--- config.mk ---
export PLATFORM = sky130hd
export DESIGN_NAME = fp_cvt_narrow_pipe_flat
export DESIGN_NICKNAME = d
export VERILOG_FILES = /design/src/rtl/fp_cvt_narrow_pipe_if.sv /design/src/rtl/fp_cvt_narrow_pipe.sv /design/src/flat_wrapper.sv
export SDC_FILE = /design/constraint.sdc
export NUM_CORES = 1
export LEC_CHECK = 0
export CORE_UTILIZATION = 45
export DETAILED_ROUTE_END_ITERATION = 7
export DONT_BUFFER_PORTS = 1
export GPL_TIMING_DRIVEN = 0
export HOLD_SLACK_MARGIN = 0.15
export PLACE_DENSITY = 0.61
export SYNTH_ARGS = -nofsm -noshare
export SYNTH_HDL_FRONTEND = slang
export SYNTH_SLANG_ARGS = --single-unit
--- constraint.sdc ---
create_clock -name clk -period 9.9 [get_ports clk]
set_input_delay 0.99 -clock clk [delete_from_list [all_inputs] [get_ports clk]]
set_output_delay 0.99 -clock clk [all_outputs]
set_load 0.05 [all_outputs]
--- src/rtl/fp_cvt_narrow_pipe_if.sv ---
// fp_cvt_narrow_pipe_if: operand/result handshake bundle for the narrowing converter
interface fp_cvt_narrow_pipe_if #(
  parameter int IN_EW = 11,
  parameter int IN_MW = 52,
  parameter int OUT_EW = 8,
  parameter int OUT_MW = 23
);
  logic in_valid;
  logic in_ready;
  logic [IN_EW+IN_MW:0] in_data;
  logic [2:0] in_rm;
  logic out_valid;
  logic out_ready;
  logic [OUT_EW+OUT_MW:0] out_data;
  logic [4:0] out_flags;
  modport slave (
    input in_valid, in_data, in_rm, out_ready,
    output in_ready, out_valid, out_data, out_flags
  );
  modport master (
    output in_valid, in_data, in_rm, out_ready,
    input in_ready, out_valid, out_data, out_flags
  );
endinterface

--- src/rtl/fp_cvt_narrow_pipe.sv ---
// fp_cvt_narrow_pipe: 3-stage IEEE-754 narrowing converter with RISC-V rounding and flags
module fp_cvt_narrow_pipe #(
  parameter int IN_EW = 11,
  parameter int IN_MW = 52,
  parameter int OUT_EW = 8,
  parameter int OUT_MW = 23
) (
  input logic clk,
  input logic rst_n,
  fp_cvt_narrow_pipe_if.slave bus
);
  localparam int EW = IN_EW + 2;
  localparam int W = IN_MW + 3;
  localparam logic signed [EW-1:0] BIAS_IN = EW'(2**(IN_EW-1)-1);
  localparam logic signed [EW-1:0] E_SUB = EW'(2-2**(IN_EW-1));
  localparam logic signed [EW-1:0] BIAS_OUT = EW'(2**(OUT_EW-1)-1);
  localparam logic signed [EW-1:0] MIN_E = EW'(2-2**(OUT_EW-1));
  localparam logic signed [EW-1:0] SH_MAX = EW'(OUT_MW+3);
  localparam logic [2:0] RNE = 3'd0, RTZ = 3'd1, RDN = 3'd2, RUP = 3'd3, RMM = 3'd4;
  localparam logic [OUT_EW+OUT_MW:0] QNAN = {1'b0, {OUT_EW{1'b1}}, 1'b1, {(OUT_MW-1){1'b0}}};
  localparam logic [OUT_EW+OUT_MW-1:0] INF = {{OUT_EW{1'b1}}, {OUT_MW{1'b0}}};
  localparam logic [OUT_EW+OUT_MW-1:0] MAXF = {{(OUT_EW-1){1'b1}}, 1'b0, {OUT_MW{1'b1}}};

  logic en;
  assign en = !bus.out_valid || bus.out_ready;
  assign bus.in_ready = en;

  logic sgn_in;
  logic [IN_EW-1:0] exp_in;
  logic [IN_MW-1:0] frac_in;
  assign {sgn_in, exp_in, frac_in} = bus.in_data;

  logic v1, s1, inf1, nan1, snan1;
  logic signed [EW-1:0] e1;
  logic [IN_MW:0] m1;
  logic [2:0] rm1;

  always_ff @(posedge clk or negedge rst_n)
    if (!rst_n) begin
      {v1, s1, inf1, nan1, snan1, m1, rm1} <= '0;
      e1 <= '0;
    end else if (en) begin
      v1 <= bus.in_valid;
      s1 <= sgn_in;
      inf1 <= &exp_in && frac_in == '0;
      nan1 <= &exp_in && frac_in != '0;
      snan1 <= &exp_in && frac_in != '0 && !frac_in[IN_MW-1];
      e1 <= exp_in == '0 ? E_SUB : $signed(EW'(exp_in)) - BIAS_IN;
      m1 <= {|exp_in, frac_in};
      rm1 <= bus.in_rm > RMM ? RNE : bus.in_rm;
    end

  logic tiny, ovf, lost;
  logic signed [EW-1:0] diff;
  logic [EW-1:0] sh;
  logic [W-1:0] w, sv;

  // Shifts past OUT_MW+2 are clamped: every kept bit is already zero, the rest lands in sticky.
  always_comb begin
    ovf = e1 > BIAS_OUT;
    tiny = e1 < MIN_E;
    diff = MIN_E - e1;
    sh = !tiny ? '0 : (diff > SH_MAX ? SH_MAX : diff);
    w = {m1, 2'b00};
    sv = w >> sh;
    lost = |(w & ~({W{1'b1}} << sh));
  end

  logic v2, s2, inf2, nan2, snan2, ovf2, tiny2, g2, r2, st2;
  logic [OUT_EW-1:0] x2;
  logic [OUT_MW:0] m2;
  logic [2:0] rm2;

  always_ff @(posedge clk or negedge rst_n)
    if (!rst_n) begin
      {v2, s2, inf2, nan2, snan2, ovf2, tiny2, g2, r2, st2, x2, m2, rm2} <= '0;
    end else if (en) begin
      v2 <= v1;
      s2 <= s1;
      inf2 <= inf1;
      nan2 <= nan1;
      snan2 <= snan1;
      ovf2 <= ovf;
      tiny2 <= tiny;
      x2 <= tiny ? '0 : OUT_EW'(e1 + BIAS_OUT);
      m2 <= sv[W-1 -: OUT_MW+1];
      g2 <= sv[W-2-OUT_MW];
      r2 <= sv[W-3-OUT_MW];
      st2 <= |sv[W-4-OUT_MW:0] | lost;
      rm2 <= rm1;
    end

  logic rs, inc, of, nx, uf, to_inf;
  logic [OUT_MW+1:0] sum;
  logic [OUT_EW:0] ex;
  logic [OUT_MW-1:0] frac;
  logic [OUT_EW+OUT_MW:0] res;
  logic [4:0] flg;

  // A subnormal (x2 == 0) that rounds into the hidden bit becomes the minimum normal.
  always_comb begin
    rs = r2 | st2;
    inc = rm2 == RTZ ? 1'b0 :
          rm2 == RDN ? s2 & (g2 | rs) :
          rm2 == RUP ? !s2 & (g2 | rs) :
          rm2 == RMM ? g2 : g2 & (rs | m2[0]);
    sum = {1'b0, m2} + {{(OUT_MW+1){1'b0}}, inc};
    ex = x2 == '0 ? {{OUT_EW{1'b0}}, sum[OUT_MW]} : {1'b0, x2} + {{OUT_EW{1'b0}}, sum[OUT_MW+1]};
    frac = sum[OUT_MW+1] ? sum[OUT_MW:1] : sum[OUT_MW-1:0];
    of = ovf2 || ex == {1'b0, {OUT_EW{1'b1}}};
    nx = g2 | rs | of;
    uf = tiny2 & nx;
    to_inf = rm2 == RNE || rm2 == RMM || (rm2 == RDN && s2) || (rm2 == RUP && !s2);
    res = nan2 ? QNAN :
          inf2 || (of && to_inf) ? {s2, INF} :
          of ? {s2, MAXF} : {s2, ex[OUT_EW-1:0], frac};
    flg = nan2 ? {snan2, 4'b0000} : inf2 ? 5'b00000 : {2'b00, of, uf, nx};
  end

  always_ff @(posedge clk or negedge rst_n)
    if (!rst_n) begin
      bus.out_valid <= 1'b0;
      bus.out_data <= '0;
      bus.out_flags <= '0;
    end else if (en) begin
      bus.out_valid <= v2;
      bus.out_data <= res;
      bus.out_flags <= flg;
    end
endmodule

--- src/flat_wrapper.sv ---
// flat-port wrapper written by rule: the top's interface ports become plain ports
module fp_cvt_narrow_pipe_flat 
#(
  parameter int IN_EW = 11,
  parameter int IN_MW = 52,
  parameter int OUT_EW = 8,
  parameter int OUT_MW = 23
)
  (clk, rst_n, bus_in_valid, bus_in_data, bus_in_rm, bus_out_ready, bus_in_ready, bus_out_valid, bus_out_data, bus_out_flags);
  fp_cvt_narrow_pipe_if #(.IN_EW(IN_EW), .IN_MW(IN_MW), .OUT_EW(OUT_EW), .OUT_MW(OUT_MW)) bus_i ();
  input logic clk;
  input logic rst_n;
  input wire logic [$bits(bus_i.in_valid)-1:0] bus_in_valid;
  input wire logic [$bits(bus_i.in_data)-1:0] bus_in_data;
  input wire logic [$bits(bus_i.in_rm)-1:0] bus_in_rm;
  input wire logic [$bits(bus_i.out_ready)-1:0] bus_out_ready;
  output wire logic [$bits(bus_i.in_ready)-1:0] bus_in_ready;
  output wire logic [$bits(bus_i.out_valid)-1:0] bus_out_valid;
  output wire logic [$bits(bus_i.out_data)-1:0] bus_out_data;
  output wire logic [$bits(bus_i.out_flags)-1:0] bus_out_flags;
  assign bus_i.in_valid = bus_in_valid;
  assign bus_i.in_data = bus_in_data;
  assign bus_i.in_rm = bus_in_rm;
  assign bus_i.out_ready = bus_out_ready;
  assign bus_in_ready = bus_i.in_ready;
  assign bus_out_valid = bus_i.out_valid;
  assign bus_out_data = bus_i.out_data;
  assign bus_out_flags = bus_i.out_flags;
  fp_cvt_narrow_pipe #(.IN_EW(IN_EW), .IN_MW(IN_MW), .OUT_EW(OUT_EW), .OUT_MW(OUT_MW)) u_core (.clk(clk), .rst_n(rst_n), .bus(bus_i));
endmodule
==> impl_metrics.csv <==
group,metric,value,unit
outcome,outcome,"completed",
cts,clkSinkCount,155,
worst_hold_path,hp-class,"input pin to asynchronous set/reset pin",
timing,relSlewSlack,22.89,%
worst_setup_path,cpPeakStageDelay,0.69,ns
cts,clockBufferDepth,2,
worst_setup_path,slowest_stage,"clkbuf_1",
routing,remaining_drc_errors,0,
worst_setup_path,cp_max_fo,12,
synth,syn-num-nets,1345,
worst_setup_path,reg2reg_slack,3.35,ns
timing,post-route-min-period,6.550,ns
synth,synthCells,1263,
timing,min_period_over_period,66.16,%
cts,clkTransAtPathRegs,0.09,ns
layout,drive_above_1_share,7.104,%
cts,tritoncts,"built",
layout,finalNonFillerCells,1575,
synth,ys_ff_latch,155,
floorplanning,die_w,152.9,um
worst_setup_path,cp_num_buf_inv,7,
worst_setup_path,critPathKind,"flip-flop to flip-flop",
worst_setup_path,cp-end-kind,"flip-flop",
worst_setup_path,cp.arrival,6.91,ns
worst_setup_path,crit_family,"buffers and inverters",
timing,skew,0.01831,ns
timing,worst_pin_slew,1.144,ns
placement,dp_cells,1543,
synth,ys_types,91,
timing,rsz0062_at_grt,"no",
cts,worst_skew_pair.late_latency,0.44,ns
floorplanning,initial_core_util,46.36,%
floorplanning,die_h,152.9,um
floorplanning,num_rows,54,
layout,diodes,0,
pwr,powerDensity,320.2,nW/um2
routing,routed-via-count,10140,
floorplanning,coreArea,22090,um2
flow_run,drv_cap,0,
floorplanning,io_pins,110,
synth,synthArstFlopShare,100.0,%
worst_setup_path,crit_top_cell,"clkbuf_1",
synth,ys_warn_count,0,
cts,cts_setup_buffers,0,
synth,ys_seq_area_share,37.87,%
routing,ant_nets,0,
cts,h-tree-depth,4,
routing,drtIter0Drc,1402,
synth,ys.flop_type,"dfrtp_1",
global_route,antenna_found_initial,1,
floorplanning,dieArea,23370,um2
layout,area_growth,9.211,%
pwr,ir_drop,0.0001213,V
cts,post_cts_resized,0,
routing,routedWlPerCell,25.29,um
worst_setup_path,cp-start-kind,"flip-flop",
timing,hold_violations,0,
layout,nNetsFinal,1364,
placement,hpwl,29970,um
global_route,globalRouteTotalUtil,34.58,%
cts,clockRootBuffer,"clkbuf_16",
timing,slew_violations,0,
cts,cts_hold_buf,0,
cts,cts_made_buffers,17,
global_route,grt_pass1_vias,9847,
global_route,grt_overflow,0,
timing,setup-violations-final,0,
synth,synth-edff-count,0,
synth,syn_area,10240,um2
timing,finalSetupTns,0,ns
pwr,power.leakage,4.691,nW
synth,postSynthAreaPerCell,8.110,um2
worst_setup_path,critPathRequiredTime,10.26,ns
routing,dr.pass1.iters,7,
global_route,grt_max_degree,156,
placement,place_congestion,1.008,
global_route,grt_pass1_wl,60830,um
routing,vias_per_cell,6.436,
worst_setup_path,crit_chain,"clkbuf_8, inv_1, clkbuf_1, ha_1, clkbuf_1, or4_1, a21oi_2, o41ai_2, nand2_1, clkbuf_1, clkbuf_1, clkbuf_1, o21ai_0, o22ai_1, nand2_1, o21ai_0, mux2i_1, o21ai_0",
routing,drt-total-wl,39830,um
placement,port_buffers,0,
timing,max_freq,0.1527,GHz
[per-stage QoR]
step           utilization [%]  hold WS [ns]  worst slack [ns]  area (um2)  total power [mW]
2_1_floorplan                -        0.4300             4.970       10240             2.314
6_report                 50.63        0.2407             3.350       11190             3.582
5_1_grt                  50.63        0.2227             3.041       11190             3.750
3_5_place_dp             47.94        0.4477             3.620       10590             2.865
3_3_place_gp             47.94        0.4409             3.456       10590             2.865
4_1_cts                  50.63        0.2302             3.597       11190             3.545
[routing by layer]
metal | wire length (um) | share of wire, % | global-route usage [%] | vias up
met5 | 0 | 0 | 0 | -
li1 | - | - | - | 4635
met3 | 3328 | 8.4 | 6.606 | 119
met1 | 16690 | 42 | 46.00 | 4803
met4 | 1898 | 4.8 | 15.10 | 0
met2 | 17910 | 45 | 54.85 | 580
[cell usage after synthesis, types with 5 or more instances]
cell type / n / area (um2)
and2_1: 5 / 31.28
a22oi_1: 6 / 45.04
nor4_1: 37 / 231.5
buf_2: 7 / 35.03
nor3_1: 25 / 125.1
a31oi_1: 10 / 62.56
ha_1: 11 / 137.6
a21oi_1: 55 / 275.3
o31ai_1: 14 / 105.1
o211ai_1: 11 / 82.58
nand4_1: 15 / 93.84
xor2_1: 21 / 183.9
buf_1: 9 / 33.78
or4_1: 5 / 37.54
a221o_1: 8 / 80.08
o21a_1: 5 / 37.54
o22ai_1: 13 / 81.33
a221oi_1: 6 / 52.55
inv_1: 20 / 75.07
nor2_1: 77 / 289.0
clkbuf_1: 57 / 214.0
or3_1: 8 / 50.05
mux2_2: 11 / 123.9
nand2b_1: 5 / 31.28
buf_6: 6 / 67.56
nand3b_1: 5 / 37.54
a211oi_1: 9 / 67.56
nand2_1: 305 / 1145
dfrtp_1: 155 / 3879
and3_1: 15 / 93.84
xnor2_1: 24 / 210.2
o21ai_0: 89 / 445.4
nand3_1: 50 / 250.2
mux2i_1: 28 / 280.3
a32oi_1: 9 / 78.83
a22o_1: 34 / 297.8
[where the power goes]
group | switching, mW | leakage [nW] | internal [mW]
sequential | 0.494 | 1.91 | 0.833
combinational | 1.04 | 2.49 | 0.541
clock | 0.337 | 0.292 | 0.340
total | 1.87 | 4.69 | 1.71
[worst paths after layout]
check	from	endpoint	depth (start not counted)
setup / recovery	u_core.e1[0]	u_core.r2	18
hold / removal	rst_n	u_core.ovf2	0
setup reg to reg	u_core.e1[0]	u_core.r2	18
hold reg to reg	u_core.v2	u_core.v2	2
max in group asynchronous	rst_n	u_core.m1[21]	0
min in group clk	u_core.v2	u_core.v2	2
[worst reg2reg max path, stage by stage, from the launching register on]
cell,delay (ns)
dfrtp_1,0.42
clkbuf_8,0.19
inv_1,0.07
clkbuf_1,0.52
ha_1,0.34
clkbuf_1,0.21
or4_1,0.58
a21oi_2,0.32
o41ai_2,0.27
nand2_1,0.35
clkbuf_1,0.58
clkbuf_1,0.60
clkbuf_1,0.69
o21ai_0,0.22
o22ai_1,0.43
nand2_1,0.11
o21ai_0,0.20
mux2i_1,0.20
o21ai_0,0.18
[logic make-up (layout without fill, tap and decap cells)]
family	after synthesis	after routing	synth area share, %
compound gates	325	325	21.94
mux	42	42	4.495
other cells	1	1	0.03661
flops	155	155	37.87
fa+ha+maj	12	12	1.441
buf+inv	105	137	4.654
simple gates	578	578	25.71
xor+xnor	45	45	3.848
[flip-flops by register name (all words and copies together), names as in the netlist, 3 cells and up]
| name | cells |
|---|---|
| u_core.m1 | 53 |
| u_core.m2 | 24 |
| u_core.rm1 | 3 |
| u_core.rm2 | 3 |
| u_core.bus.out_data | 32 |
| u_core.e1 | 12 |
| u_core.bus.out_flags | 4 |
| u_core.x2 | 8 |
[cell type report]
cell class              instances  area, um2
clock inverters                15      167.7
multi-input cells            1003       5887
flip-flops and latches        155       3879
inverters                      21      78.83
plain buffers                  84      397.9
clock buffers                  17      425.4
fillers                      2247      10910
well taps                     280      350.3
[layout by cell type, fill, tap and decap left out, drive strengths merged, types with 10 or more instances in the layout]
cell type,instances
mux2i,29
nor3,25
ha,11
buf,24
inv,28
dfrtp,155
o22ai,13
mux2,12
nand2,305
o21ai,91
xor2,21
nand4,15
nand3,50
or3,10
o211ai,12
o31ai,14
clkbuf,77
a21oi,57
a31oi,10
xnor2,24
a221o,10
nor2,78
a22o,36
nor4,38
and3,15
Power figures use the tool's default switching activity.
